<file path="config.mk">
export PLATFORM = sky130hd
export DESIGN_NAME = mp_sequencer
export DESIGN_NICKNAME = d
export VERILOG_FILES = /design/src/rtl/mp_sequencer.sv
export SDC_FILE = /design/constraint.sdc
export NUM_CORES = 1
export LEC_CHECK = 0
export ABC_AREA = 1
export CORE_MARGIN = 2
export CORE_UTILIZATION = 47
export CTS_CLUSTER_SIZE = 28
export DETAILED_ROUTE_END_ITERATION = 7
export PLACE_DENSITY_LB_ADDON = 0.1
export SLEW_MARGIN = 20
export SYNTH_ARGS = -nofsm -noshare
export SYNTH_HDL_FRONTEND = slang
export SYNTH_SLANG_ARGS = --single-unit
export TNS_END_PERCENT = 5
</file>
<file path="constraint.sdc">
create_clock -name clk -period 2.2 [get_ports clk]
set_clock_uncertainty 0.15 [all_clocks]
set_input_delay 0.44 -clock clk [delete_from_list [all_inputs] [get_ports clk]]
set_output_delay 0.44 -clock clk [all_outputs]
set_load 0.03 [all_outputs]
</file>
<file path="src/rtl/mp_sequencer.sv">
// Start/done sequencer for the shift-add multiplier datapath; one add/shift iteration per multiplier bit.
// Optional build macro EARLY_EXIT_EN: finish as soon as the remaining multiplier bits are all zero.
module mp_sequencer #(
    parameter int WIDTH = 32,
    parameter int CNT_W = 6
) (
    input  logic       clk,
    input  logic       reset,
    input  logic       start,
    input  logic       q_lsb,
    input  logic       q_zero,
    input  logic       n_zero,
    output logic [1:0] b_sel,
    output logic [1:0] q_sel,
    output logic [1:0] a_sel,
    output logic [1:0] n_sel,
    output logic       busy,
    output logic       done,
    output logic       err
);

    typedef enum logic [2:0] {
        S_IDLE, S_INIT, S_TEST, S_ADD, S_SHIFT, S_CHECK, S_DONE
    } state_t;

    localparam logic [CNT_W-1:0] ITER_MAX = CNT_W'(WIDTH);
    localparam logic [1:0] SEL_LOAD = 2'b00;
    localparam logic [1:0] SEL_OP   = 2'b01;
    localparam logic [1:0] SEL_HOLD = 2'b11;

    state_t           state_q, state_d;
    logic [CNT_W-1:0] iter_q, iter_d;
    logic             err_q, err_d;

`ifndef EARLY_EXIT_EN
    logic unused_q_zero;
    assign unused_q_zero = q_zero;
`endif

    always_ff @(posedge clk or posedge reset) begin
        if (reset) begin
            state_q <= S_IDLE;
            iter_q  <= '0;
            err_q   <= 1'b0;
        end else begin
            state_q <= state_d;
            iter_q  <= iter_d;
            err_q   <= err_d;
        end
    end

    always_comb begin
        state_d = state_q;
        iter_d  = iter_q;
        err_d   = err_q;
        b_sel   = SEL_HOLD;
        q_sel   = SEL_HOLD;
        a_sel   = SEL_HOLD;
        n_sel   = SEL_HOLD;
        busy    = 1'b0;
        done    = 1'b0;
        case (state_q)
            S_IDLE: begin
                if (start) state_d = S_INIT;
            end
            S_INIT: begin
                b_sel   = SEL_LOAD;
                q_sel   = SEL_LOAD;
                a_sel   = SEL_LOAD;
                n_sel   = SEL_LOAD;
                busy    = 1'b1;
                iter_d  = '0;
                err_d   = 1'b0;
                state_d = S_TEST;
            end
            S_TEST: begin
                busy = 1'b1;
`ifdef EARLY_EXIT_EN
                if (q_zero)     state_d = S_DONE;
                else if (q_lsb) state_d = S_ADD;
                else            state_d = S_SHIFT;
`else
                state_d = q_lsb ? S_ADD : S_SHIFT;
`endif
            end
            S_ADD: begin
                a_sel   = SEL_OP;
                busy    = 1'b1;
                state_d = S_SHIFT;
            end
            S_SHIFT: begin
                b_sel   = SEL_OP;
                q_sel   = SEL_OP;
                n_sel   = SEL_OP;
                busy    = 1'b1;
                // Saturate so a runaway datapath counter cannot wrap our count back into range.
                iter_d  = (iter_q == ITER_MAX) ? iter_q : iter_q + 1'b1;
                state_d = S_CHECK;
            end
            S_CHECK: begin
                busy = 1'b1;
                if (n_zero || iter_q == ITER_MAX) begin
                    state_d = S_DONE;
                    if (!(n_zero && iter_q == ITER_MAX)) err_d = 1'b1;
                end else begin
                    state_d = S_TEST;
                end
            end
            S_DONE: begin
                done    = 1'b1;
                state_d = S_IDLE;
            end
            default: state_d = S_IDLE;
        endcase
    end

    assign err = err_q;

endmodule
</file>
==> flow_summary.json, run 1 <==
{
  "ys_top_cells_by_area": "dfrtp_1, inv_1, nand2_1",
  "track_usage_pct": 19.91,
  "syn_area_um2": 753.2,
  "cts_setup_buffers": 0,
  "worstMarginPinSlew_ps": 406.1,
  "fin_ws_ps": 154.5,
  "drt_wl_total_um": 1576,
  "grt_pass1_vias": 646,
  "cts_buffers": 3,
  "antenna_found_initial": 0,
  "status": "completed",
  "synth-simple-area-share_pct": 34.88,
  "crit_arrival_ps": 1460,
  "gp_congestion": 0.8756,
  "drt-pass1-iter-count": 4,
  "cts.sinks": 10,
  "fp.dieH_um": 44.03,
  "end_kind": "output port",
  "cts_buffer_depth": 2,
  "fin_tns_setup_ps": 0,
  "rsz0062_at_grt": "no",
  "ys_ff_latch": 10,
  "synth_mux_area_share_pct": 0,
  "hold_violations": 0,
  "peakVddDrop_mv": 0.8628,
  "io_buffers": 15,
  "cts.clk_slew.worst_paths_ps": 70,
  "grt_max_degree": 11,
  "synth_compound_area_share_pct": 10.96,
  "core_region_area_mm2": 0.001506,
  "nets": 126,
  "path_max_fanout": 5,
  "layout_common_cells": "inv_1, nand2_1, nand3_1",
  "area_delta_synth_final_pct": 20.43,
  "htreeDepth": 1,
  "drv_cap": 0,
  "start_util_pct": 50.00,
  "grt_pass1_wl_um": 2794,
  "cts_hold_buf": 0,
  "power_mw": 1.250,
  "period_minus_slack_ps": 2045,
  "dp.cells": 128,
  "synth_top_family_by_area": "simple AND/OR/NAND/NOR gates",
  "viasPerCell": 4.947,
  "synthAdderAreaFrac_pct": 4.983,
  "maxSlewHeadroom_pct": 72.89,
  "num_vias": 648,
  "seq_area_frac_synth_pct": 33.22,
  "fmax_ghz": 0.4889,
  "fill_cells": 147,
  "ios": 17,
  "drc": 0,
  "finish.utilization_pct": 60.22,
  "worstHoldPathType": "in -> async",
  "clk-insertion-delay-late_ps": 260,
  "yosys.area.top_type": "dfrtp_1",
  "crit_type": "reg -> out",
  "synth_top_area_share_pct": 33.22,
  "fin_cells": 131,
  "post-dp-hpwl_um": 1245,
  "drive_gt1_share_pct": 20.00,
  "drtIter0Drc": 9,
  "num_antenna_cells": 0,
  "yosys_warnings": 0,
  "syn_nets": 108,
  "worstPathRequired_ps": 1610,
  "maxSlewViolCount": 0,
  "setup_viol": 0,
  "avgRoutedWirePerCell_um": 12.03,
  "final_common_cell": "inv_1",
  "synthDistinctLibCells": 23,
  "synthCells": 99,
  "rows": 14,
  "place_ws_ps": 110.1,
  "p_leak_nw": 0.4555,
  "ctsRootBufferMaster": "clkbuf_4",
  "die_x_um": 44.03,
  "cts_tree": "yes",
  "grt_overflow": 0,
  "synthXorXnorAreaFrac_pct": 1.163,
  "start_kind": "flip-flop",
  "dieArea_mm2": 0.001939,
  "p_per_area_mw_per_mm2": 1378,
  "synth.avg_cell_area_um2": 7.608,
  "fin_crit_sh_pct": 92.98,
  "antenna_left": 0
}
routing by layer:
metal / global-route usage, % / vias to the layer above / share of wire [%] / wire length [um]
met5: 0 / - / 0 / 0
met4: 7.273 / 0 / 0.57 / 9
met3: 4.898 / 2 / 4.4 / 70
met2: 28.53 / 15 / 43 / 673
met1: 29.09 / 284 / 52 / 823
li1: - / 347 / - / -
per-stage QoR:
stage                     area [um2]  hold slack (ps)
after global placement         908.4            395.4
after global routing           907.1            369.8
after CTS                      918.4            320.3
after floorplan                753.2            130.2
final                          907.1            304.9
after detailed placement       908.4            408.2
kinds of logic (layout without fill, tap and decap cells):
family          after synthesis  count (layout)
flops                        10              10
fa+ha+maj                     3               3
buf+inv                      24              40
compound gates               12              12
xor+xnor                      1               1
simple gates                 49              49
worst paths after layout:
path,from,endpoint,slack [ps],cells past startpoint
worst max-delay path,state_q[1],busy,150,4
worst min-delay path,reset,iter_q[5],300,2
worst max register to register,iter_q[0],iter_q[5],720,8
worst min register to register,err,err,430,4
max in group asynchronous,reset,state_q[2],1310,2
min in group clk,err,err,430,4
cell type report:
cell class	count	area, um2	share of cell area, %
Inverter	19	73.82	8.138
Multi-Input combinational cell	65	391.6	43.17
Timing Repair Buffer	18	148.9	16.41
Tap cell	16	20.02	2.207
Clock buffer	3	22.52	2.483
Sequential cell	10	250.2	27.59
repair_timing:
action	4_1_cts	5_1_grt
gates resized for setup	10	6
setup endpoints to repair	10	3
hold endpoints to repair	0	0
cells in the mapped netlist, drive strengths merged:
library cell / n
nand2: 20
inv: 19
nand3: 15
dfrtp: 10
nor2: 9
o21ai: 7
buf: 5
ha: 3
nand4: 3
a21oi: 2
nor3: 2
a211oi: 1
o211ai: 1
o21bai: 1
xor2: 1
registers in the layout, summed over array words and instances, names as in the netlist:
signal / count
state_q: 3
iter_q: 6
err: 1
power by group:
part | switching, mW | internal [mW]
Clock | 0.0652 | 0.0632
Sequential | 0.0672 | 0.234
Combinational | 0.551 | 0.269
worst max-delay path: stages (launching register included):
cell,delay [ps]
dfrtp_1,430
inv_1,180
nand3_4,120
nand2_1,70
dlygate4sd2_1,390
(Power assumes the default switching activity.)
==> run 2: changes to the inputs <==
clock period = 1.9 ns   (was 2.2 ns; I/O delays follow)
==> flow_summary.json, run 2 (synthesis gave the netlist of run 1 again) <==
{
  "cts.sinks": 10,
  "drv_cap": 0,
  "final_common_cell": "nand2_1",
  "num_vias": 698,
  "crit_chain": "nor2_4 > nand2_2 > nand2_2 > inv_2 > buf_4",
  "cts.clk_slew.worst_paths_ps": 70,
  "setup_viol": 0,
  "avgRoutedWirePerCell_um": 12.65,
  "power_mw": 1.602,
  "clk-insertion-delay-late_ps": 280,
  "grt_pass1_vias": 670,
  "drc": 0,
  "cts_tree": "yes",
  "cts_setup_buffers": 0,
  "start_util_pct": 50.00,
  "post-dp-hpwl_um": 1250,
  "antenna_found_initial": 0,
  "gp_congestion": 0.8618,
  "critPathTopFamily": "flip-flops",
  "p_leak_nw": 0.4598,
  "grt_max_degree": 11,
  "num_antenna_cells": 0,
  "core_region_area_mm2": 0.001506,
  "reg2regPathDepth": 7,
  "worstMarginPinSlew_ps": 428.8,
  "period_minus_slack_ps": 1843,
  "worstHoldPathType": "in -> async",
  "dieArea_mm2": 0.001939,
  "track_usage_pct": 20.19,
  "io_buffers": 15,
  "die_x_um": 44.03,
  "cp.depth": 5,
  "largest_reg_flops": 6,
  "cts_buffers": 3,
  "path_buf_inv": 2,
  "grt_overflow": 0,
  "drt-pass1-iter-count": 4,
  "end_kind": "output port",
  "start_kind": "flip-flop",
  "fin_cells": 131,
  "holdWs_ps": 243.6,
  "ios": 17,
  "path_max_fanout": 7,
  "viasPerCell": 5.328,
  "maxSlewViolCount": 0,
  "cp_slowest_cell": "dfrtp_2",
  "drtIter0Drc": 15,
  "cts_buffer_depth": 2,
  "nets": 126,
  "drive_gt1_share_pct": 26.96,
  "htreeDepth": 1,
  "fp.dieH_um": 44.03,
  "fin_crit_sh_pct": 97.00,
  "drt_wl_total_um": 1657,
  "antenna_left": 0,
  "peakVddDrop_mv": 1.040,
  "crit_top_cell": "nand2_2",
  "crit_type": "reg -> out",
  "fmax_ghz": 0.5426,
  "ctsRootBufferMaster": "clkbuf_4",
  "hold_violations": 0,
  "rows": 14,
  "p_per_area_mw_per_mm2": 1682,
  "maxSlewHeadroom_pct": 71.38,
  "rsz0062_at_grt": "no",
  "slowest_delay_ps": 490,
  "regMostFlops": "iter_q",
  "crit_arrival_ps": 1310,
  "status": "completed",
  "layout_common_cells": "nand2_1, inv_1, nand3_1",
  "fin_tns_setup_ps": 0,
  "area_delta_synth_final_pct": 26.41,
  "worstPathRequired_ps": 1370,
  "dp.cells": 128,
  "grt_pass1_wl_um": 2849
}
## run 2: metrics by stage
step / instance area, um2 / utilization (%) / setup slack (ps)
global route: 952.2 / 63.21 / 10.81
floorplan: 753.2 / - / 114.5
detailed placement: 895.9 / 59.47 / 21.74
CTS: 918.4 / 60.96 / -5.147
global placement: 895.9 / 59.47 / 49.22
finish: 952.2 / 63.21 / 57.04
## run 2: path summary, 6_finish.rpt
kind	from	end	slack [ps]
max	state_q[0]	b_sel[1]	60
min	reset	iter_q[2]	240
max reg2reg	iter_q[0]	err	450
min reg2reg	iter_q[5]	iter_q[5]	430
max in group asynchronous	reset	state_q[0]	1030
min in group clk	iter_q[5]	iter_q[5]	430
## run 2: what timing repair did
item / 4_1_cts / 5_1_grt
gates resized for setup: 9 / 8
hold buffers: 0 / 0
setup endpoints to repair: 8 / 4
## run 2: layout make-up
class | count | area [um2]
timing repair buffer | 18 | 172.7
sequential | 10 | 251.5
inverter | 19 | 73.82
multi-input combinational | 65 | 411.6
fill | 145 | 554.3
clock buffer | 3 | 22.52
tap | 16 | 20.02
## run 2: metal layers
| layer | vias up | track usage [%] | part of all wire [%] |
|---|---|---|---|
| li1 | 348 | - | - |
| met1 | 329 | 28.65 | 48 |
| met2 | 18 | 30.29 | 45 |
| met3 | 3 | 2.449 | 5.9 |
| met4 | 0 | 10.30 | 1.7 |
| met5 | - | 0 | 0 |
## run 2: power breakdown
group | switching (mW) | total (mW) | internal, mW
clock network | 0.0835 | 0.157 | 0.0735
registers | 0.0694 | 0.342 | 0.273
logic | 0.693 | 1.10 | 0.409
total | 0.846 | 1.60 | 0.756
